`src/rtl/fetch_ctrl.sv`:
```
// fetch_ctrl: next-PC selection and fixed-length I-cache line-refill sequencer
module fetch_ctrl #(
    parameter logic [31:0] RESET_PC   = 32'h0000_0000,
    parameter logic [31:0] EXC_VECTOR = 32'h8000_0180,
    parameter int          LINE_WORDS = 4
) (
    input  logic                          clk,
    input  logic                          rst,
    input  logic [31:0]                   pc,
    input  logic                          icache_hit,
    input  logic                          id_stall,
    input  logic                          redirect_valid,
    input  logic [31:0]                   redirect_pc,
    input  logic                          exc_valid,
    output logic [31:0]                   nextpc,
    output logic                          pc_we,
    output logic                          mem_req,
    output logic [31:0]                   mem_addr,
    input  logic                          mem_ack,
    output logic                          refill_we,
    output logic [$clog2(LINE_WORDS)-1:0] refill_idx,
    output logic                          tag_we,
    output logic                          busy
);
    localparam int IW = $clog2(LINE_WORDS);
    localparam logic [31:0] LINE_MASK = ~((32'd1 << (IW + 2)) - 32'd1);

    typedef enum logic [1:0] {RUN, REQ, BEAT, FILL} state_t;

    state_t          state, state_n;
    logic [IW-1:0]   cnt;
    logic [31:0]     miss_addr;
    logic            pend;
    logic            pend_exc;
    logic [31:0]     pend_pc;
    logic            last;

    assign last       = cnt == IW'(LINE_WORDS - 1);
    assign busy       = state != RUN;
    assign mem_req    = state == REQ;
    assign mem_addr   = miss_addr;
    assign tag_we     = state == FILL;
    assign refill_idx = state == BEAT ? cnt : '0;

    // state register
    always_ff @(posedge clk or posedge rst) begin
        if (rst)
            state <= RUN;
        else
            state <= state_n;
    end

    // next-state, PC source selection and refill write strobe
    always_comb begin
        state_n   = state;
        nextpc    = pc;
        pc_we     = 1'b0;
        refill_we = 1'b0;
        case (state)
            RUN: begin
                if (exc_valid) begin
                    nextpc = EXC_VECTOR;
                    pc_we  = 1'b1;
                end else if (redirect_valid) begin
                    nextpc = redirect_pc;
                    pc_we  = 1'b1;
                end else if (!icache_hit) begin
                    state_n = REQ;
                end else if (!id_stall) begin
                    nextpc = pc + 32'd4;
                    pc_we  = 1'b1;
                end
            end
            REQ: begin
                refill_we = mem_ack;
                state_n   = mem_ack ? BEAT : REQ;
            end
            BEAT: begin
                refill_we = mem_ack;
                state_n   = mem_ack && last ? FILL : BEAT;
            end
            default: begin
                state_n = RUN;
                nextpc  = pend ? pend_pc : pc;
                pc_we   = pend;
            end
        endcase
        if (rst) begin
            nextpc = RESET_PC;
            pc_we  = 1'b0;
        end
    end

    // miss address, beat counter and redirects deferred until the line is filled
    always_ff @(posedge clk or posedge rst) begin
        if (rst) begin
            cnt       <= '0;
            miss_addr <= '0;
            pend      <= 1'b0;
            pend_exc  <= 1'b0;
            pend_pc   <= '0;
        end else begin
            if (state == RUN && !exc_valid && !redirect_valid && !icache_hit)
                miss_addr <= pc & LINE_MASK;
            if (refill_we)
                cnt <= cnt + 1'b1;
            if (state == REQ || state == BEAT) begin
                if (exc_valid) begin
                    pend     <= 1'b1;
                    pend_exc <= 1'b1;
                    pend_pc  <= EXC_VECTOR;
                end else if (redirect_valid && !pend_exc) begin
                    pend    <= 1'b1;
                    pend_pc <= redirect_pc;
                end
            end else if (state == FILL) begin
                pend     <= 1'b0;
                pend_exc <= 1'b0;
            end
        end
    end
endmodule

```
`config.mk`:
```
export PLATFORM = sky130hd
export DESIGN_NAME = fetch_ctrl
export DESIGN_NICKNAME = d
export VERILOG_FILES = /design/src/rtl/fetch_ctrl.sv
export SDC_FILE = /design/constraint.sdc
export NUM_CORES = 1
export LEC_CHECK = 0
export CORE_UTILIZATION = 51
export CTS_BUF_LIST = sky130_fd_sc_hd__clkbuf_8
export DETAILED_ROUTE_END_ITERATION = 10
export PLACE_DENSITY_LB_ADDON = 0.25
export SLEW_MARGIN = 20
export SYNTH_ARGS = -nofsm -noshare
export SYNTH_HDL_FRONTEND = slang
export SYNTH_SLANG_ARGS = --single-unit
```
`constraint.sdc`:
```
create_clock -name clk -period 6.6 [get_ports clk]
set_input_delay 0.99 -clock clk [delete_from_list [all_inputs] [get_ports clk]]
set_output_delay 0.99 -clock clk [all_outputs]
set_load 0.02 [all_outputs]
```
### Word-level counts from Yosys, hierarchy flattened

Cells that the tools add are included.

| storage, ports and cells | value |
|---|---|
| memory bits (writable) | 0 |
| memories kept | 0 |
| bits in read-only memories | 0 |
| register bits | 66 |
| output and inout port bits | 71 |
| bits in latches | 0 |

| operators by class | value |
|---|---|
| add/subtract/negate cells | 2 |
| div/mod/pow operators | 0 |
| multipliers | 0 |
| bitwise logic cells | 0 |
| shift operators | 0 |
| reduce and logical (&&, ||, !) cells | 19 |
| multiplexer cells | 29 |
| equality and inequality tests | 9 |
| $lt $le $gt $ge | 0 |

Operator list:

| cell | count |
|---|---|
| $mux 32 | 8 |
| $pmux 32 s2 | 1 |
| $add 32x3->32 const B | 1 |
| $mux 1 | 13 |
| $mux 2 | 5 |
| $ne 2x2->1 const B | 4 |
| $eq 2x2->1 const B | 3 |
| $pmux 2 s3 | 1 |
| $reduce_and 2->1 | 3 |
| $reduce_bool 2->1 | 3 |
| $logic_and 1x1->1 | 5 |
| $logic_not 1->1 | 4 |
| $ne 3x2->1 const B | 1 |
| $reduce_and 3->1 | 1 |
| $add 2x1->2 const B | 1 |
| $eq 2x1->1 const B | 1 |
| $logic_not 2->1 | 1 |
| $pmux 1 s2 | 1 |
| $reduce_or 2->1 | 1 |
| $logic_or 1x1->1 | 1 |

### Logic depth before layout (Yosys ltp)

| depth | value |
|---|---|
| word-level depth | 7 |
| mapped depth | 8 |
| mapped depth without buffers | 7 |

### Least setup slack after synthesis

No wires, ideal clock.

| path | value |
|---|---|
| path kind | input port to output port |
| start | in rst |
| end | out nextpc[14] |
| cell stages on the path | 6 |
| slack | 2132 ps |
| arrival | 3478 ps |
| data required time | 5610 ps |
| cell sequence | clkbuf_1 > inv_1 > and3_1 > clkbuf_1 > nand2_1 > o221ai_1 |

| on the way | value |
|---|---|
| longest elaborated chain between the ends | 1 |

RTL lines:

| item | RTL line | RTL |
|---|---|---|
| from (decl) | 8 | `input logic rst,` |
| $mux 32 | 88 | `if (rst) begin` |
| to (decl) | 15 | `output logic [31:0] nextpc,` |

No other way between the ends.

### Worst setup path after layout

| path | value |
|---|---|
| start | in exc_valid |
| end | out nextpc[27] |

| on the way | value |
|---|---|
| longest elaborated chain between the ends | 3 |

RTL lines:

| item | RTL line | RTL |
|---|---|---|
| from (decl) | 14 | `input logic exc_valid,` |
| $mux 32 | 61 | `if (exc_valid) begin` |
| $pmux 32 s2 | 59 | `case (state)` |
| $mux 32 | 88 |  |

No other way between the ends.

==> summary.md <==
| Metric | Value |
|---|---|
| MaxCap Viol Count | 0 |
| CTS tree | yes |
| Setup Total Neg Slack | 0 ps |
| Worst R2R End | pend_pc[30] |
| Nets | 624 |
| Clk_lat worst skew | 340 ps |
| Final std cells w/o fill | between 600 and 700 |
| Largest family of logic cells by synthesized area | compound AO/OA/AOI/OAI gates |
| Share of cells above drive strength 1 | 11.8% |
| Post-synthesis sequential area ratio | 39.5% |
| Via count | 4136 |
| Post-CTS Resized | 0 |
| Synth cell types | just over 50 |
| Hold buffer count at cts | 0 |
| Tmin final | 5190 ps |
| Tcrit/Tclk final | 78.6% |
| Placed cell count | 637 |
| Worst Tran Pin Value | approximately 860 ps |
| Worst R2R Setup Slack | 3920 ps |
| Post-synth EDFFs | 0 |
| GRT Overall Usage | 30.5% |
| Largest cells by area after synthesis | dfrtp_1, mux2_2, a22o_1 |
| Fillers | roughly 570 |
| Dpl cell area | about 5600 um^2 |
| Max Fclk | a little under 0.2 GHz |
| Grt ovf | 0 |
| Worst r2r src | state[1] |
| Final hold violations | 0 |
| Drt wl/cell | just under 20 um |
| Yosys warnings | 0 |
| CP startpoint | exc_valid |
| Initial antenna violation count | 0 |
| Clk buf depth | 2 |
| Run status | finished, final reports clean |
| Worst Skew | 11.6 ps |
| Cell taking the most area after synthesis | dfrtp_1 |
| Antenna Nets Post-Route | 0 |
| Die area | 8560 um^2 |
| H-tree Lvls | 3 |
| Multiplexer share of the synthesized area | 9.56% |
| Row count | 32 |
| Startpoint Class | primary input |
| Routed wire length | 12700 um |
| Routability Congestion | 0.920 |
| Max rail drop VDD | 0.233 mV |
| Vias in the first global route | 4037 |
| Starting DRC count in detailed routing | 388 |
| Vias/cell | 6.33 |
| Synth Area in Compound Gates | 22.8% |
| Die X | 92.5 um |
| Fraction of the mapped netlist area in simple logic gates | between 15 and 20% |
| DRC Markers | 0 |
| RSZ-0062 raised after global routing | false |
| Post-synthesis async set-or-reset flop share | 100% |
| Post-DP HPWL | 8920 um |
| Seq cells post-synth | 66 |
| Hold_sp | pend_pc[8] |
| Dpl ws | 1510 ps |
| Syn Inst Count | between 400 and 500 |
| Leak Pwr | 2.36 nW |
| Crit path max fanout | 19 |
| P&R area growth vs syn | 39.1% |
| Die span in y | 92.5 um |
| Power, Total | between 0.002 and 0.0025 W |
| Global-route wire length before repair | 20600 um |
| Final worst slack | 1410 ps |
| Sinks on Clock Net | 66 |
| Largest net degree at the start of global routing | between 40 and 50 |
| Top cell type's share of synthesized area | between 30% and 40% |
| Path depth of the worst reg2reg path | 6 |
| Final Max Slew Viols | 0 |
| Synthesized area | 4180 um^2 |
| Synth Area in XOR/XNOR | 6.29% |
| Hold Path Class | reg2reg |
| Syn_area_per_cell | slightly below 10 um^2 |
| DRT Pass-1 Iters | 6 |
| Crit. End Element | output port |
| Total CTS buffers | 9 |
| Post-route cell area | around 5800 um^2 |
| Commonest register cell after synthesis | dfrtp_1 |
| Synth Area in Adders | 2.10% |
| Initial Util | 53.5% |
| PortBufs | 137 |
| CORE AREA | 7810 um^2 |
| WS Path Type | in2out |
| Root buffer cell | clkbuf_8 |
| Setup Buffers After CTS | 0 |
| Final setup violation count | 0 |
| Slew Limit Headroom | 42.7% |
| Clock slew at reported path FFs | 80 ps |
| Worst EP arrival | 4200 ps |
| Worst setup endpoint | nextpc[27] |
| CP required | 5610 ps |
| ANT cells | 0 |
| I/O pins | 142 |
| Pwr Density | 418 nW/um^2 |
## cell families (layout without fill, tap and decap cells)
| kind of cell | count (synthesis) | after routing |
|---|---|---|
| XOR/XNOR | 30 | 30 |
| multiplexers | 36 | 36 |
| flip-flops | 66 | 66 |
| other | 1 | 4 |
| adder cells (fa/ha/maj) | 7 | 7 |
| AO/OA/AOI/OAI | 123 | 123 |
| AND/OR/NAND/NOR | 115 | 115 |
| buffers and inverters | 43 | 170 |
## metrics by stage
stage          util, %  hold WS (ps)
6_report          74.4           489
5_1_grt           74.4           513
4_1_cts           74.4           492
3_5_place_dp      71.8           474
3_3_place_gp      71.8           465
2_1_floorplan        -           450
## cell usage after synthesis (10+ instances only)
library cell and number:
a222oi_1 11, a22o_1 27, a22oi_1 23, clkbuf_1 22, dfrtp_1 66, mux2_2 29, nand2_1 30, nand3_1 10
nand4_1 10, nor2_1 20, o21ai_0 14, o221ai_1 11, xor2_1 24
## cell usage in the layout, fill, tap and decap left out, types with 10 or more instances in the layout
master           instances
nand4_1                 10
nand3_1                 10
clkdlybuf4s50_1        137
nor2_1                  19
o221ai_1                11
a22oi_1                 23
dfrtp_1                 66
nand2_1                 29
a222oi_1                11
xor2_1                  24
mux2_2                  29
o21ai_0                 14
a22o_1                  27
## area by class of cell
class	count	area (um^2)	area share (%)
sequential	66	1650	28.4
tap	102	128	2.20
timing repair buffer	144	1420	24.5
inverter	10	37.5	0.646
clock buffer	9	124	2.13
clock inverter	7	75.1	1.29
multi-input combinational	315	2370	40.8
## sequential cells by signal (all words and copies together), names as in the netlist
signal    count
cnt           2
mem_addr     28
pend          1
pend_exc      1
pend_pc      32
state         2
## worst max-delay path, stage by stage
cell	delay (ps)
clkdlybuf4s50_1	750
nand2b_1	410
nor2_2	360
nand2_1	570
o21ai_0	440
clkdlybuf4s50_1	660
## routing by layer
layer	share of wire, %	track usage, %
met3	9.7	6.08
met5	0	0
met2	47	47.7
met1	42	43.0
met4	1.4	8.59
## where the power goes
| part | leakage (nW) | switching, W | internal [W] |
|---|---|---|---|
| Combinational | 1.41 | 0.000744 | 0.000649 |
| Sequential | 0.840 | 0.000108 | 0.000578 |
| Clock | 0.104 | 0.000171 | 0.000177 |
## worst min path at each step
stage / to / slack (ps) / cells past startpoint
after floorplan: pend_pc[7] / 450 / 2
after global placement: pend_pc[8] / 470 / 2
after detailed placement: pend_pc[8] / 470 / 2
after CTS: pend_pc[8] / 490 / 2
after global routing: pend_pc[8] / 510 / 2
final: pend_pc[8] / 490 / 2
(Power assumes the default switching activity.)
